[config.mk]
export PLATFORM = sky130hd
export DESIGN_NAME = seq_detect_prog
export DESIGN_NICKNAME = d
export VERILOG_FILES = /design/src/rtl/seq_detect_prog.sv
export SDC_FILE = /design/constraint.sdc
export NUM_CORES = 1
export LEC_CHECK = 0
export ABC_AREA = 1
export CAP_MARGIN = 10
export CORE_AREA = 3 3 84 86
export DETAILED_ROUTE_END_ITERATION = 10
export DIE_AREA = 0 0 87 89
export PLACE_DENSITY = 0.49
export SETUP_SLACK_MARGIN = 0.15
export SKIP_LAST_GASP = 1
export SLEW_MARGIN = 30
export SYNTH_ARGS = -nofsm -noshare
export SYNTH_HDL_FRONTEND = slang
export SYNTH_SLANG_ARGS = --single-unit
[constraint.sdc]
create_clock -name clk -period 5.4 [get_ports clk]
set_input_delay 1.35 -clock clk [delete_from_list [all_inputs] [get_ports clk]]
set_output_delay 1.35 -clock clk [all_outputs]
set_load 0.01 [all_outputs]
[src/rtl/seq_detect_prog.sv]
// Run-time programmable serial bit-pattern detector with a bit-valid qualifier,
// overlap/non-overlap modes, a saturating match counter and a config-error flag.
module seq_detect_prog #(
  parameter int unsigned        MAX_LEN = 8,
  parameter int unsigned        LEN_W   = $clog2(MAX_LEN + 1),
  parameter int unsigned        CNT_W   = 8,
  parameter logic [MAX_LEN-1:0] RST_PAT = 'b0000_1011,
  parameter int unsigned        RST_LEN = 4,
  parameter bit                 RST_OVL = 1'b1
) (
  input  logic               clk,
  input  logic               rst,
  input  logic               en,
  input  logic               x,
  input  logic               cfg_load,
  input  logic [MAX_LEN-1:0] cfg_pat,
  input  logic [LEN_W-1:0]   cfg_len,
  input  logic               cfg_ovl,
  input  logic               cnt_clr,
  output logic               match,
  output logic [CNT_W-1:0]   match_cnt,
  output logic               cfg_err
);

  logic [MAX_LEN-1:0] pat;
  logic [MAX_LEN-1:0] hist;
  logic [MAX_LEN-1:0] window;
  logic [MAX_LEN-1:0] mask;
  logic [LEN_W-1:0]   len;
  logic [LEN_W-1:0]   fill;
  logic [LEN_W-1:0]   fill_nxt;
  logic               ovl;
  logic               enough;
  logic               hit;

  assign window = {hist[MAX_LEN-2:0], x};

  always_comb begin
    mask = '0;
    for (int unsigned i = 0; i < MAX_LEN; i++) begin
      if (i < 32'(len)) mask[i] = 1'b1;
    end
  end

  // fill >= len-1, evaluated one bit wider so len=0 cannot underflow
  assign enough = ((LEN_W+1)'(fill) + (LEN_W+1)'(1)) >= (LEN_W+1)'(len);

  assign hit = en && !cfg_load && !cfg_err && enough &&
               (((window ^ pat) & mask) == '0);

  always_comb begin
    fill_nxt = fill;
    if (hit && !ovl)                  fill_nxt = '0;
    else if (fill != LEN_W'(MAX_LEN)) fill_nxt = fill + LEN_W'(1);
  end

  always_ff @(posedge clk or posedge rst) begin
    if (rst) begin
      pat     <= RST_PAT;
      len     <= LEN_W'(RST_LEN);
      ovl     <= RST_OVL;
      hist    <= '0;
      fill    <= '0;
      cfg_err <= 1'b0;
    end else if (cfg_load) begin
      pat     <= cfg_pat;
      len     <= cfg_len;
      ovl     <= cfg_ovl;
      hist    <= '0;
      fill    <= '0;
      cfg_err <= (cfg_len == '0) || (cfg_len > LEN_W'(MAX_LEN));
    end else if (en) begin
      hist <= window;
      fill <= fill_nxt;
    end
  end

  always_ff @(posedge clk or posedge rst) begin
    if (rst) begin
      match     <= 1'b0;
      match_cnt <= '0;
    end else begin
      match <= hit;
      if (cnt_clr)                  match_cnt <= hit ? CNT_W'(1) : '0;
      else if (hit && match_cnt != '1) match_cnt <= match_cnt + CNT_W'(1);
    end
  end

endmodule

## Yosys cells after proc, flatten, opt, wreduce, memory -nomap -nowiden

Index checks and enable logic that the tools add are counted.

| storage, ports and cells | value |
|---|---|
| logic and storage cells | 58 |
| bits in registers | 34 |
| output and inout bits | 10 |

| operators by class | value |
|---|---|
| reductions and logical operators | 16 |
| eq/ne operators | 2 |
| $lt $le $gt $ge | 10 |
| add/sub/neg operators | 3 |
| bitwise gates (word level) | 2 |
| muxes and demuxes | 17 |

Operators with widths:

| operator | count |
|---|---|
| $lt 3x4->1 const A | 4 |
| $mux 4 | 4 |
| $mux 8 | 2 |
| $mux 7 | 2 |
| $mux 1 | 9 |
| $add 8x1->8 const B | 1 |
| $and 8x8->8 | 1 |
| $logic_not 8->1 | 1 |
| $lt 1x4->1 const A | 2 |
| $lt 2x4->1 const A | 2 |
| $ne 8x8->1 const B | 1 |
| $xor 8x8->8 | 1 |
| $logic_and 1x1->1 | 6 |
| $add 4x1->5 const B | 1 |
| $ge 5x4->1 | 1 |
| $add 4x1->4 const B | 1 |
| $gt 4x4->1 const B | 1 |
| $logic_not 4->1 | 1 |
| $ne 4x4->1 const B | 1 |
| $reduce_bool 2->1 | 2 |
| $logic_not 1->1 | 3 |
| $reduce_bool 3->1 | 1 |
| $reduce_and 2->1 | 1 |
| $logic_or 1x1->1 | 1 |

## Logic depth before layout (Yosys ltp)

| depth | value |
|---|---|
| word-level depth | 9 |
| depth in mapped cells | 16 |
| gate-level depth less buffers | 16 |

## Least setup slack after synthesis

Ideal clock, no wire load.

| timing | value |
|---|---|
| kind | input -> register |
| start point | in en |
| end point | reg match_cnt[3] |
| buffers on the path | 0 |
| arrival time | 2.207 ns |
| cell stages on the path | 13 |
| setup slack | 3.076 ns |
| cells stage by stage | inv_1 nor2_2 nand2_1 nor2_1 nand3_1 nor2_2 nand2_2 inv_2 nand2_4 nand2_4 inv_4 nand2_1 nand2_1 |

| between the ends | value |
|---|---|
| word-level cells in the longest chain between the ends | 6 |

Ends and longest elaborated chain:

| element | line | text |
|---|---|---|
| start: declaration | 13 | `input logic en,` |
| $logic_and 1x1->1 (4 in a row) | 48 | `assign hit = en && !cfg_load && !cfg_err && enough &&` |
| via hit | 34 | `logic hit;` |
| $logic_and 1x1->1 | 85 | `else if (hit && match_cnt != '1) match_cnt <= match_cnt + CNT_W'(1);` |
| $reduce_bool 2->1 (no source line) | n/a |  |
| end signal: assignment | 84 | `if (cnt_clr) match_cnt <= hit ? CNT_W'(1) : '0;` |
| end signal: assignment | 85 |  |
| end: declaration | 21 | `output logic [CNT_W-1:0] match_cnt,` |

The timed path passes the listed nets, and every way through them passes these cells.
A chain may end at the register's enable or synchronous reset.

## Worst setup path after layout

| timing | value |
|---|---|
| start point | in cfg_load |
| end point | reg fill[1] |

| between the ends | value |
|---|---|
| word-level cells in the longest chain between the ends | 9 |

Ends and longest elaborated chain:

| element | line | text |
|---|---|---|
| start: declaration | 15 | `input logic cfg_load,` |
| $logic_not 1->1 | 48 |  |
| $logic_and 1x1->1 (4 in a row) | 48 |  |
| $logic_and 1x1->1 | 53 | `if (hit && !ovl) fill_nxt = '0;` |
| $mux 4 | 53 |  |
| $mux 4 | 72 | `end else if (en) begin` |
| $mux 4 | 65 | `end else if (cfg_load) begin` |
| end signal: assignment | 74 | `fill <= fill_nxt;` |
| end: declaration | 30 | `logic [LEN_W-1:0] fill;` |

Several ways; a longest one is shown, not always the timed one. The select of a mux whose other input is x is not followed.

==> flow_summary_export.csv <==
group,metric,value,unit
status,outcome,"finished clean",
logic_synthesis,ys_warn_count,0,
clock_network,cts-buffers-inserted,5,
power,p_leak,1.21,nW
clock_network,clock-sinks,34,
power,ir_drop,0.111,mV
placement,postPlaceCellArea,0.00227,mm^2
clock_network,cts_tree,"yes",
critical_path,worstPathRequired,5.57,ns
route,post_drt_wl_per_cell,11.5,um
clock_network,clock_latency,0.29,ns
grt,met1_usage,17.2,%
critical_path,critPathMaxFanout,24,
power,p_per_area,252,mW/mm^2
die,io_pins,29,
logic_synthesis,netlist_instances,254,
grt,grt_max_degree,35,
logic_synthesis,synth_nets,280,
grt,grt_overflow,0,
power,switchingPower,179,uW
grt,grt_pass1_wl,7400,um
logic_synthesis,synthFlopType,"dfrtp_1",
route,wl,4180,um
clock_network,postCtsHoldBufs,0,
sta,fin_crit,3.33,ns
grt,antenna_found_initial,0,
sta,skew,0.0144,ns
logic_synthesis,syn_avg_cell_area,7.47,um^2
power,power_frac_comb,20.1,%
critical_path,crit_start,"cfg_load",
power,seq_power_share,49.2,%
clock_network,cts_buffer_depth,2,
logic_synthesis,ys_seq_elements,34,
die,die_w,87,um
worst_hold_path,hold_path_class,"register to register",
sta,rsz0062_at_grt,"false",
route,drtPass1Iterations,4,
logic_synthesis,synth_top_area_share,38.2,%
job,max-cap-violations,0,
sta,finalSetupTns,0,ns
sta,whs,0.500,ns
cells_and_area,antenna_cells,0,
clock_network,cts_setup_buffers,0,
grt,grt_util_met3,3.04,%
grt,use_met2,17.9,%
sta,slew_viol_final,0,
clock_network,htree_levels,2,
placement,place.detailed.hpwl,3130,um
logic_synthesis,synth_edf_count,0,
die,die_y,89,um
sta,max_freq,300,MHz
clock_network,root_buffer,"clkbuf_8",
sta,setup_violations,0,
cells_and_area,finalNetCount,313,
route,avgViaCountPerCell,4.53,
critical_path,r2r-start,"fill[0]",
route,ant_nets,0,
cells_and_area,area_growth,23.9,%
logic_synthesis,synth_cell_type_count,24,
critical_path,setup.worst_path.class,"input pin to register",
logic_synthesis,synth_top_cells_by_count,"nand2_1, inv_1, dfrtp_1, nand3_1, nor2_1",
critical_path,critPathLaunchType,"input pin",
sta,relSlewSlack,48.8,%
sta,fin_crit_sh,61.7,%
sta,hold_viol_final,0,
logic_synthesis,netlist_top_cells_area,"dfrtp_1, nand2_1, inv_1",
route,drc,0,
logic_synthesis,yosys.area.top_type,"dfrtp_1",
power,swShare,30.2,%
placement,gp_congestion,0.790,
cells_and_area,final_layout_size_suffix_gt1_share,7.99,%
power,p_total,592,uW
critical_path,crit_path_end_kind,"register",
die,initial_utilization,29.9,%
worst_hold_path,holdCritStartpoint,"pat[0]",
grt,grt_pass1_vias,1582,
logic_synthesis,synth-async-reset-ratio,100,%
route,drtIter0Drc,110,
clock_network,post_cts_resized,0,
grt,busiest_layer,"met2",
logic_synthesis,syn_area,0.00190,mm^2
route,vias,1653,
placement,io_buffers,28,
die,core,0.00635,mm^2
die,dieArea,0.00774,mm^2
placement,pre_cts_ws,1.74,ns
logic_synthesis,synth.yosys.seq_area_share,45.2,%
cells_and_area,finalInstanceArea,0.00235,mm^2
power,clkPwrFrac,30.7,%
die,rows,29,
grt,grt_use_total,12.2,%
logic_synthesis,yosysMostFrequentCell,"nand2_1",
sta,worst_slew_pin_slew,0.766,ns
clock_network,path_clk_slew,0.06,ns
power,p_int,413,uW
critical_path,reg2reg_slack,3.18,ns
critical_path,arrival,3.50,ns
sta,timing.final.ws_setup,2.07,ns
==> kinds of logic (layout without fill, tap and decap cells) <==
| group | after synthesis | after routing | share of synthesized area, % |
|---|---|---|---|
| AOI/OAI and AO/OA | 19 | 19 | 5.41 |
| xor gates and xnor gates | 9 | 9 | 4.15 |
| adders and majority gates | 7 | 7 | 4.61 |
| buffers and inverters | 43 | 77 | 8.70 |
| DFF | 34 | 34 | 45.2 |
| and+or+nand+nor | 142 | 142 | 32.0 |
==> state kept, by name (all words and copies together) (netlist names) <==
register	cells
cfg_err	1
fill	4
hist	7
len	4
match	1
match_cnt	8
ovl	1
pat	8
==> power by group through the flow <==
stage	sequential, mW	clock [mW]	combinational (mW)
after floorplan	0.292	0	0.0807
after global placement	0.296	0	0.120
after detailed placement	0.296	0	0.121
after CTS	0.291	0.190	0.121
after global routing	0.294	0.203	0.142
final	0.292	0.182	0.119
==> layout make-up <==
class	instances	area, um^2
Sequential cell	34	857
Fill cell	690	4000
Timing Repair Buffer	29	288
Clock buffer	6	72.6
Tap cell	77	96.3
Clock inverter	2	10.0
Inverter	40	153
Multi-Input combinational cell	177	876
==> layout by cell type (no fill, tap or decap), drive strengths merged <==
cell,count
buf,1
clkbuf,6
clkdlybuf4s50,28
clkinv,3
dfrtp,29
dfstp,5
ha,7
inv,39
nand2,99
nand3,17
nand3b,1
nand4,5
nor2,17
nor3,3
o21ai,13
o22ai,6
xnor2,2
xor2,7
==> through the flow <==
stage          util, %  instances
3_3_place_gp      35.7        357
3_5_place_dp      35.7        357
6_report          37.0        365
5_1_grt           37.0        365
2_1_floorplan        -        254
4_1_cts           37.0        365
==> per-layer routing <==
metal | vias up | routed length (um)
met5 | - | 0
met4 | 0 | 77
met3 | 7 | 211
met2 | 35 | 1740
met1 | 759 | 2150
li1 | 852 | -
==> critical path: stages <==
cell	delay, ns
clkdlybuf4s50_1	0.97
clkinv_1	0.46
nand2_1	0.40
nand2_1	0.18
nand2_1	0.09
nand2_1	0.05
==> final timing paths <==
check / endpoint / depth (start not counted)
setup reg to reg: match_cnt[6] / 16
hold reg to reg: pat[0] / 2
setup / recovery: fill[1] / 6
min in group asynchronous: hist[3] / 3
hold / removal: pat[0] / 2
max in group asynchronous: pat[3] / 3
No activity file was read; power rests on OpenSTA's default activity.
